--- config.mk ---
export PLATFORM = sky130hd
export DESIGN_NAME = l1_cache_ctrl
export DESIGN_NICKNAME = d
export VERILOG_FILES = /design/src/rtl/l1_cache_pkg.sv /design/src/rtl/l1_tag_data_array.sv /design/src/rtl/l1_cache_ctrl.sv
export SDC_FILE = /design/constraint.sdc
export NUM_CORES = 2
export LEC_CHECK = 0
export CAP_MARGIN = 20
export CORE_ASPECT_RATIO = 1.25
export CORE_MARGIN = 1
export CORE_UTILIZATION = 40
export DETAILED_ROUTE_END_ITERATION = 10
export DONT_BUFFER_PORTS = 1
export PLACE_DENSITY = 0.66
export SYNTH_ARGS = -nofsm -noshare
export SYNTH_HDL_FRONTEND = slang
export SYNTH_SLANG_ARGS = --single-unit
--- constraint.sdc ---
create_clock -name clk -period 8.1 [get_ports clk]
set_input_delay 1.62 -clock clk [delete_from_list [all_inputs] [get_ports clk]]
set_output_delay 1.62 -clock clk [all_outputs]
set_load 0.05 [all_outputs]
--- src/rtl/l1_cache_pkg.sv ---
// rtl/l1_cache_pkg.sv - shared widths, FSM encoding and helpers for the L1 cache controller
package l1_cache_pkg;

  localparam int ADDR_W        = 32;
  localparam int DATA_W        = 32;
  localparam int LINES_DEFAULT = 64;

  // Controller FSM encoding, kept as plain constants for legacy tooling
  typedef logic [2:0] state_t;
  localparam state_t IDLE     = 3'd0;
  localparam state_t LOOKUP   = 3'd1;
  localparam state_t MEM_REQ  = 3'd2;
  localparam state_t MEM_WAIT = 3'd3;
  localparam state_t RESP     = 3'd4;

  // Index width for a direct-mapped array of the given number of lines
  function automatic int idx_w(input int lines);
    return $clog2(lines);
  endfunction

  // Tag width: everything above the index and the 2-bit byte offset
  function automatic int tag_w(input int addr_w, input int lines);
    return addr_w - $clog2(lines) - 2;
  endfunction

  // Event counters stick at all-ones instead of wrapping
  function automatic logic [31:0] sat_inc(input logic [31:0] v);
    return (v == 32'hFFFF_FFFF) ? v : v + 32'd1;
  endfunction

endpackage

--- src/rtl/l1_tag_data_array.sv ---
// rtl/l1_tag_data_array.sv - valid/tag/data flop storage with one read and one write port
module l1_tag_data_array #(
  parameter int LINES  = 64,
  parameter int IDX_W  = 6,
  parameter int TAG_W  = 24,
  parameter int DATA_W = 32
) (
  input  logic              clk,
  input  logic              rst_n,
  input  logic [IDX_W-1:0]  rd_idx,
  output logic              rd_valid,
  output logic [TAG_W-1:0]  rd_tag,
  output logic [DATA_W-1:0] rd_data,
  input  logic              wr_en,
  input  logic              wr_fill,
  input  logic [IDX_W-1:0]  wr_idx,
  input  logic [TAG_W-1:0]  wr_tag,
  input  logic [DATA_W-1:0] wr_data
);

  logic [LINES-1:0]  valid_q;
  logic [TAG_W-1:0]  tag_q  [LINES];
  logic [DATA_W-1:0] data_q [LINES];

  // Combinational read of the addressed line
  always_comb begin
    rd_valid = valid_q[rd_idx];
    rd_tag   = tag_q[rd_idx];
    rd_data  = data_q[rd_idx];
  end

  // Valid bits are the only state that must be cleared by reset
  always_ff @(posedge clk or negedge rst_n) begin
    if (!rst_n) begin
      valid_q <= '0;
    end else if (wr_en && wr_fill) begin
      valid_q[wr_idx] <= 1'b1;
    end
  end

  // Data is written on store hits and fills; tag only on fills
  always_ff @(posedge clk) begin
    if (wr_en) begin
      data_q[wr_idx] <= wr_data;
      if (wr_fill) begin
        tag_q[wr_idx] <= wr_tag;
      end
    end
  end

endmodule

--- src/rtl/l1_cache_ctrl.sv ---
// rtl/l1_cache_ctrl.sv - direct-mapped write-through no-write-allocate L1 cache controller
module l1_cache_ctrl
  import l1_cache_pkg::*;
#(
  parameter int LINES = LINES_DEFAULT
) (
  input  logic              clk,
  input  logic              rst_n,
  input  logic              cpu_req_valid,
  input  logic              cpu_req_store,
  input  logic [ADDR_W-1:0] cpu_req_addr,
  input  logic [DATA_W-1:0] cpu_req_wdata,
  output logic              cpu_req_ready,
  output logic              cpu_resp_valid,
  output logic [DATA_W-1:0] cpu_resp_rdata,
  output logic              l1_mem_valid,
  output logic              l1_mem_store,
  output logic [ADDR_W-1:0] l1_mem_addr,
  output logic [DATA_W-1:0] l1_mem_wdata,
  input  logic [DATA_W-1:0] mem_l1_rdata,
  input  logic              mem_l1_valid,
  output logic [31:0]       hit_count,
  output logic [31:0]       miss_count
);

  localparam int IDX_W = idx_w(LINES);
  localparam int TAG_W = tag_w(ADDR_W, LINES);

  state_t            state;
  logic              req_store;
  logic [ADDR_W-1:0] req_addr;
  logic [DATA_W-1:0] req_wdata;
  logic [DATA_W-1:0] resp_rdata;
  logic [31:0]       hit_cnt;
  logic [31:0]       miss_cnt;

  logic [IDX_W-1:0]  idx;
  logic [TAG_W-1:0]  tag;
  logic              rd_valid;
  logic [TAG_W-1:0]  rd_tag;
  logic [DATA_W-1:0] rd_data;
  logic              hit;
  logic              wr_en;
  logic              wr_fill;
  logic [DATA_W-1:0] wr_data;

  // Split the latched address into index and tag and evaluate hit
  always_comb begin
    idx = req_addr[IDX_W+1:2];
    tag = req_addr[ADDR_W-1:IDX_W+2];
    hit = rd_valid && (rd_tag == tag);
  end

  // Store hits update data in place; load responses fill the whole line
  always_comb begin
    wr_en   = 1'b0;
    wr_fill = 1'b0;
    wr_data = req_wdata;
    if (state == LOOKUP && req_store && hit) begin
      wr_en = 1'b1;
    end else if (state == MEM_WAIT && mem_l1_valid && !req_store) begin
      wr_en   = 1'b1;
      wr_fill = 1'b1;
      wr_data = mem_l1_rdata;
    end
  end

  l1_tag_data_array #(
    .LINES  (LINES),
    .IDX_W  (IDX_W),
    .TAG_W  (TAG_W),
    .DATA_W (DATA_W)
  ) u_array (
    .clk      (clk),
    .rst_n    (rst_n),
    .rd_idx   (idx),
    .rd_valid (rd_valid),
    .rd_tag   (rd_tag),
    .rd_data  (rd_data),
    .wr_en    (wr_en),
    .wr_fill  (wr_fill),
    .wr_idx   (idx),
    .wr_tag   (tag),
    .wr_data  (wr_data)
  );

  // Request sequencing, response capture and hit/miss accounting
  always_ff @(posedge clk or negedge rst_n) begin
    if (!rst_n) begin
      state      <= IDLE;
      req_store  <= 1'b0;
      req_addr   <= '0;
      req_wdata  <= '0;
      resp_rdata <= '0;
      hit_cnt    <= '0;
      miss_cnt   <= '0;
    end else begin
      case (state)
        IDLE: begin
          if (cpu_req_valid) begin
            req_store <= cpu_req_store;
            req_addr  <= cpu_req_addr;
            req_wdata <= cpu_req_wdata;
            state     <= LOOKUP;
          end
        end
        LOOKUP: begin
          if (!req_store && hit) begin
            resp_rdata <= rd_data;
            hit_cnt    <= sat_inc(hit_cnt);
            state      <= RESP;
          end else begin
            if (!req_store) begin
              miss_cnt <= sat_inc(miss_cnt);
            end
            state <= MEM_REQ;
          end
        end
        MEM_REQ: begin
          state <= MEM_WAIT;
        end
        MEM_WAIT: begin
          if (mem_l1_valid) begin
            resp_rdata <= req_store ? '0 : mem_l1_rdata;
            state      <= RESP;
          end
        end
        RESP: begin
          state <= IDLE;
        end
        default: begin
          state <= IDLE;
        end
      endcase
    end
  end

  // Outputs are decoded from state and the latched request; the byte offset is forced to zero
  always_comb begin
    cpu_req_ready  = (state == IDLE);
    cpu_resp_valid = (state == RESP);
    cpu_resp_rdata = resp_rdata;
    l1_mem_valid   = (state == MEM_REQ);
    l1_mem_store   = req_store;
    l1_mem_addr    = req_addr & {{(ADDR_W-2){1'b1}}, 2'b00};
    l1_mem_wdata   = req_wdata;
    hit_count      = hit_cnt;
    miss_count     = miss_cnt;
  end

endmodule

Yosys cells after proc, flatten, opt, wreduce, memory -nomap -nowiden
Memory sizes are Yosys's and may differ from the RTL's.
Index checks and enable logic that the tools add are counted.
- RAM bits: 3584
- register bits: 228
- word-level logic and storage cells: 67
- output and inout bits: 164
- memories kept: 2
- memory list (name ; depth ; bits a word ; rd ports ; clocked after Yosys merged registers in ; wr ports ; line ; RTL):
    u_array.data_q ; 64 ; 32 ; 1 ; 0 ; 1 ; l1_tag_data_array.sv:23 ; logic [DATA_W-1:0] data_q [LINES];
    u_array.tag_q ; 64 ; 24 ; 1 ; 0 ; 1 ; l1_tag_data_array.sv:22 ; logic [TAG_W-1:0] tag_q [LINES];
- equal/unequal tests: 10
- magnitude comparators: 2
- reductions and logical operators: 16
- bitwise gates (word level): 5
- muxes and demuxes: 22
- add/sub/neg operators: 2
- operators by type and width (cell ; number):
    $mux 32 ; 5
    $add 32x1->32 const B ; 2
    $eq 32x32->1 const B ; 2
    $or 64x64->64 ; 1
    $pmux 32 s2 ; 1
    $eq 24x24->1 ; 1
    $pmux 3 s4 ; 1
    $mux 1 ; 10
    $mux 3 ; 3
    $logic_and 1x1->1 ; 8
    $lt 6x7->1 const B ; 1
    $bmux 1 s6 ; 1
    $demux 1 s6 ; 1
    $eq 3x2->1 const B ; 2
    $ge 6x1->1 const B ; 1
    $reduce_and 3->1 ; 2
    $ne 2x2->1 const B ; 2
    $not 1->1 ; 4
    $reduce_and 2->1 ; 2
    $reduce_and 4->1 ; 1
    $eq 3x1->1 const B ; 1
    $eq 3x3->1 const B ; 1
    $logic_not 3->1 ; 1
    $ne 2x1->1 const B ; 1
    2 further kinds ; 2

Logic depth before layout (Yosys ltp)
- word-level depth: 8
- depth in mapped cells: 23
- mapped depth without buffers: 11

By module
From an unflattened synthesis, not the netlist that was laid out.
- cell total of the unflattened synthesis: 6901
- area, all modules: 146912.2 um^2
- modules (own cells, without submodules) (module ; instances ; area each (um^2) ; seq. area each (um^2) ; cells each):
    l1_tag_data_array ; 1 ; 138887.0 ; 109224.8 ; 6210
    l1_cache_ctrl ; 1 ; 8025.2 ; 4053.9 ; 691

Worst setup path before layout
OpenSTA, ideal clock, no wires.
- path kind: reg2reg
- from: register req_addr[2]
- to: memory u_array.data_q[10][0] (enable)
- arrival: 5909 ps
- stages on the path, launching flop included: 17
- slack: 1730 ps
- period minus slack after synthesis: 6370 ps
- setup time: 461 ps
- path buffers: 6
- required time: 7639 ps
- cell sequence: dfrtp_1 > buf_6 > buf_6 > buf_6 > buf_4 > buf_2 > mux4_2 > a22oi_1 > nand4_1 > xor2_1 > nor4_1 > nand4_1 > nand2_1 > and4_4 > a31oi_2 > buf_2 > nor3_1
- cells in the longest elaborated chain, start to end: 7
- elaborated cells on any way between the ends: 9
- RTL lines (item ; line ; RTL):
    from (decl) ; l1_cache_ctrl.sv:31 ; logic [ADDR_W-1:0] req_addr;
    from (signal assigned) ; l1_cache_ctrl.sv:102 ; req_addr <= cpu_req_addr;
    $mem_v2 64x24 / $bmux 1 s6 (equally long branches) ; n/a ;
    $eq 24x24->1 / $mux 1 (equally long branches) ; l1_cache_ctrl.sv:51, l1_tag_data_array.sv:27 ;
    $logic_and 1x1->1 ; l1_cache_ctrl.sv:51 ; hit = rd_valid && (rd_tag == tag);
    $logic_and 1x1->1 ; l1_cache_ctrl.sv:59 ; if (state == LOOKUP && req_store && hit) begin
    $mux 1 ; l1_cache_ctrl.sv:59 ;
    $mux 1 ; l1_tag_data_array.sv:43 ; if (wr_en) begin
    $mux 1 (implied by the code) ; l1_tag_data_array.sv:44 ; data_q[wr_idx] <= wr_data;
    to (decl) ; l1_tag_data_array.sv:23 ;
Several ways; a longest one is shown, not always the timed one. The select of a mux whose other input is x is not followed.

Final worst setup path
- from: register req_addr[2]
- to: memory u_array.data_q[34][14] (enable)
The elaborated chain is that of the path after synthesis.

==> flow_summary.yaml <==
timing:
  tightest_slew_ns: 1.20
  holdWs_ns: 0.411
  hold_violations: 0
  finClkSkew_ns: 0.0779
  setup-tns-final_ns: 0
  max_freq_mhz: 142
  setup_violations: 0
  period_needed_ns: 7.04
  fin_crit_sh_pct: 87.0
  finalMaxSlewViolations: 0
  relSlewSlack_pct: 19.7
  rsz0062_at_grt: "false"
critical_path:
  worstPathArrival_ns: 7.56
  ff2ff_path_depth: 14
  start_kind: "flip-flop"
  end_kind: "flip-flop"
  worstSetupPathType: "reg2reg"
  reg2reg_slack_ns: 1.06
  worst_r2r_endpoint: "u_array.data_q[34][14]"
  rr_startpoint: "req_addr[2]"
  worst-path-max-fanout: 64
  critical_path_required_ns: 8.62
logic_synthesis:
  netlist_top_cells_count: "edfxtp_1 (3584), a22oi_1 (553), mux2i_1 (447)"
  syn_area_sq_um: 147000
  synth_xor_xnor_area_share_pct: 0.550
  synth_ff_type: "edfxtp_1"
  synth_top_family_by_area: "multiplexers"
  yosysUniqueCellTypes: 91
  synth_edf_count: 3584
  yosys.area.top_type: "edfxtp_1"
  syn_inst: 7892
  synth_top_area_share_pct: 73.4
  yosysMostFrequentCell: "edfxtp_1"
  synth_area_leaders: "edfxtp_1 (73%), dfrtp_1 (3.9%), mux4_2 (3.7%), mux2i_1 (3.1%), a22oi_1 (2.8%)"
  syn_avg_cell_area_sq_um: 18.6
  synth-compound-area-share_pct: 7.84
  synth-seq-cells: 3810
  synth.area.mux_share_pct: 9.07
  ys.warnings.count: 0
  synth_seq_area_share_pct: 77.3
  synth_async_sr_flop_share_pct: 5.93
  synthSimpleGateAreaFrac_pct: 3.18
  synth_fa_ha_area_share_pct: 0.0171
pwr:
  peakVddDrop_uv: 563
  combPwrFrac_pct: 32.2
  clock_power_share_pct: 26.1
  leakage_nw: 53.4
  switching_share_pct: 37.2
  pwr-share-seq_pct: 41.7
  cellPowerDensity_nw_per_um2: 389
  p_int_mw: 40.6
  power_mw: 64.6
  p_sw_mw: 24.0
clock_tree:
  clock_tree.root_cell: "clkbuf_16"
  cts_setup_buffers: 0
  clock_latency_ns: 0.94
  htree_num_levels: 5
  cts_buffer_depth: 4
  cts_hold_buffers: 0
  clk_transition_reported_paths_ns: 0.06
  cts_tree: "done"
  cts_resized: 0
  cts_sinks: 3810
  cts-buffers-inserted: 373
global_route:
  grt_first_pass_wirelength_um: 627000
  grt_pass1_vias: 81600
  busiest_layer: "met2"
  grt_util_met2_pct: 39.6
  use_met1_pct: 28.9
  grtUsageTotal_pct: 24.0
  antenna_found_initial: 28
  grt.met3_usage_pct: 3.85
  grt_max_degree: 227
  overflow: 0
routing:
  postRouteAntennaNets: 0
  wire_per_inst_um: 34.0
  vias: 83300
  viasPerCell: 6.23
  drt_iter0_drc: 11500
  drc: 0
  routed_wl_um: 454000
  drtPass1Iterations: 6
cells_and_area:
  area_delta_synth_final_pct: 13.3
  nets: 8287
  drive_gt1_share_pct: 19.8
placed_design:
  gp_congestion: 0.872
  numPortBuffers: 0
  dp_hpwl_um: 263000
floorplan:
  dieWidth_um: 543
  coreArea_sq_um: 365000
  start_util_pct: 40.2
  die_h_um: 679
  rows: 248
  dieArea_sq_um: 369000
  ios: 265
status:
  outcome: "completed"
min_path:
  hold_path_class: "in2async"
job:
  maxCapViolCount: 0
area by class of cell:
type | instances | area (sq um)
sequential | 3810 | 113000
inverter | 18 | 71.3
clock buffer | 470 | 9960
antenna | 14 | 35.0
clock inverter | 203 | 1690
multi-input combinational | 3577 | 31200
timing repair buffer | 404 | 3540
tap | 4875 | 6100
fill | 30500 | 199000
power by group through the flow:
stage / clock, mW / combinational [mW] / sequential [mW]
4_1_cts: 16.9 / 20.4 / 26.9
2_1_floorplan: 0 / 11.0 / 27.3
6_report: 16.8 / 20.8 / 26.9
3_5_place_dp: 0 / 20.4 / 27.3
5_1_grt: 17.7 / 21.3 / 27.0
3_3_place_gp: 0 / 20.0 / 27.3
worst max-delay path, stage by stage, from the launching register on:
cell and delay (ns):
dfrtp_4 1.10, nor2b_4 0.78, buf_4 0.49, a221oi_1 0.15, o21ai_0 0.11, nand4_1 0.14
xor2_1 0.22, a211oi_1 0.75, nand4_1 0.56, nand2_1 0.19, and4_4 0.59, a31oi_4 0.16
buf_12 0.24, nor3_2 0.21, buf_4 0.63
registers in the layout, summed over array words and instances (netlist names), 30 cells and up:
name,count
u_array.data_q,2048
u_array.tag_q,1536
u_array.valid_q,64
cpu_resp_rdata,32
hit_count,32
l1_mem_wdata,32
miss_count,32
req_addr,30
per-layer routing:
metal  vias to the layer above  part of all wire, %
li1                      33200                    -
met1                     43500                   34
met2                      5353                   48
met3                      1214                  9.5
met4                        12                  7.9
met5                         -                0.018
cell families (layout without fill, tap and decap cells):
logic type                 count (synthesis)  count (layout)
muxes                                    946             946
AOI/OAI and AO/OA                       1590            1590
and+or+nand+nor                          945             945
other                                      1              16
xor gates and xnor gates                  92              92
DFF                                     3810            3810
adders and majority gates                  2               2
buffers and inverters                    506            1095
worst max path at each step:
stage,start,end,slack [ns],depth (start not counted)
after floorplan,req_addr[2],u_array.data_q[10][0],1.73,16
after global placement,req_addr[2],u_array.data_q[34][11],1.27,14
after detailed placement,req_addr[2],u_array.data_q[52][13],1.28,14
after CTS,req_addr[2],u_array.data_q[52][6],1.26,14
after global routing,req_addr[2],u_array.data_q[55][25],1.10,14
final,req_addr[2],u_array.data_q[34][14],1.06,14
layout by cell type, fill, tap and decap left out, types with 39 or more instances in the layout:
cell          n
nor3_2       72
nand2_1     204
clkbuf_16   380
clkbuf_1     78
nand4_1      90
xor2_1       69
mux2_2      209
edfxtp_1   3584
nor2_4       59
clkinv_2     67
o21ai_0     129
buf_4       363
buf_12       39
clkinv_1     85
a31oi_1      88
mux2i_1     447
nor3_1       40
nor2_1      158
nand3_1      94
a21oi_1     221
a22o_1      109
o22ai_1      92
mux4_2      241
dfrtp_1     196
or2_2        70
a22oi_1     553
a221oi_1    233
through the flow:
step	utilization (%)	area (sq um)	setup slack, ns	std cells
floorplan	-	147000	1.73	7893
global placement	42.2	154000	1.27	12700
detailed placement	42.2	154000	1.28	12700
CTS	45.4	166000	1.26	13300
global route	45.5	166000	1.10	13400
finish	45.5	166000	1.06	13400
(Power assumes the default switching activity.)
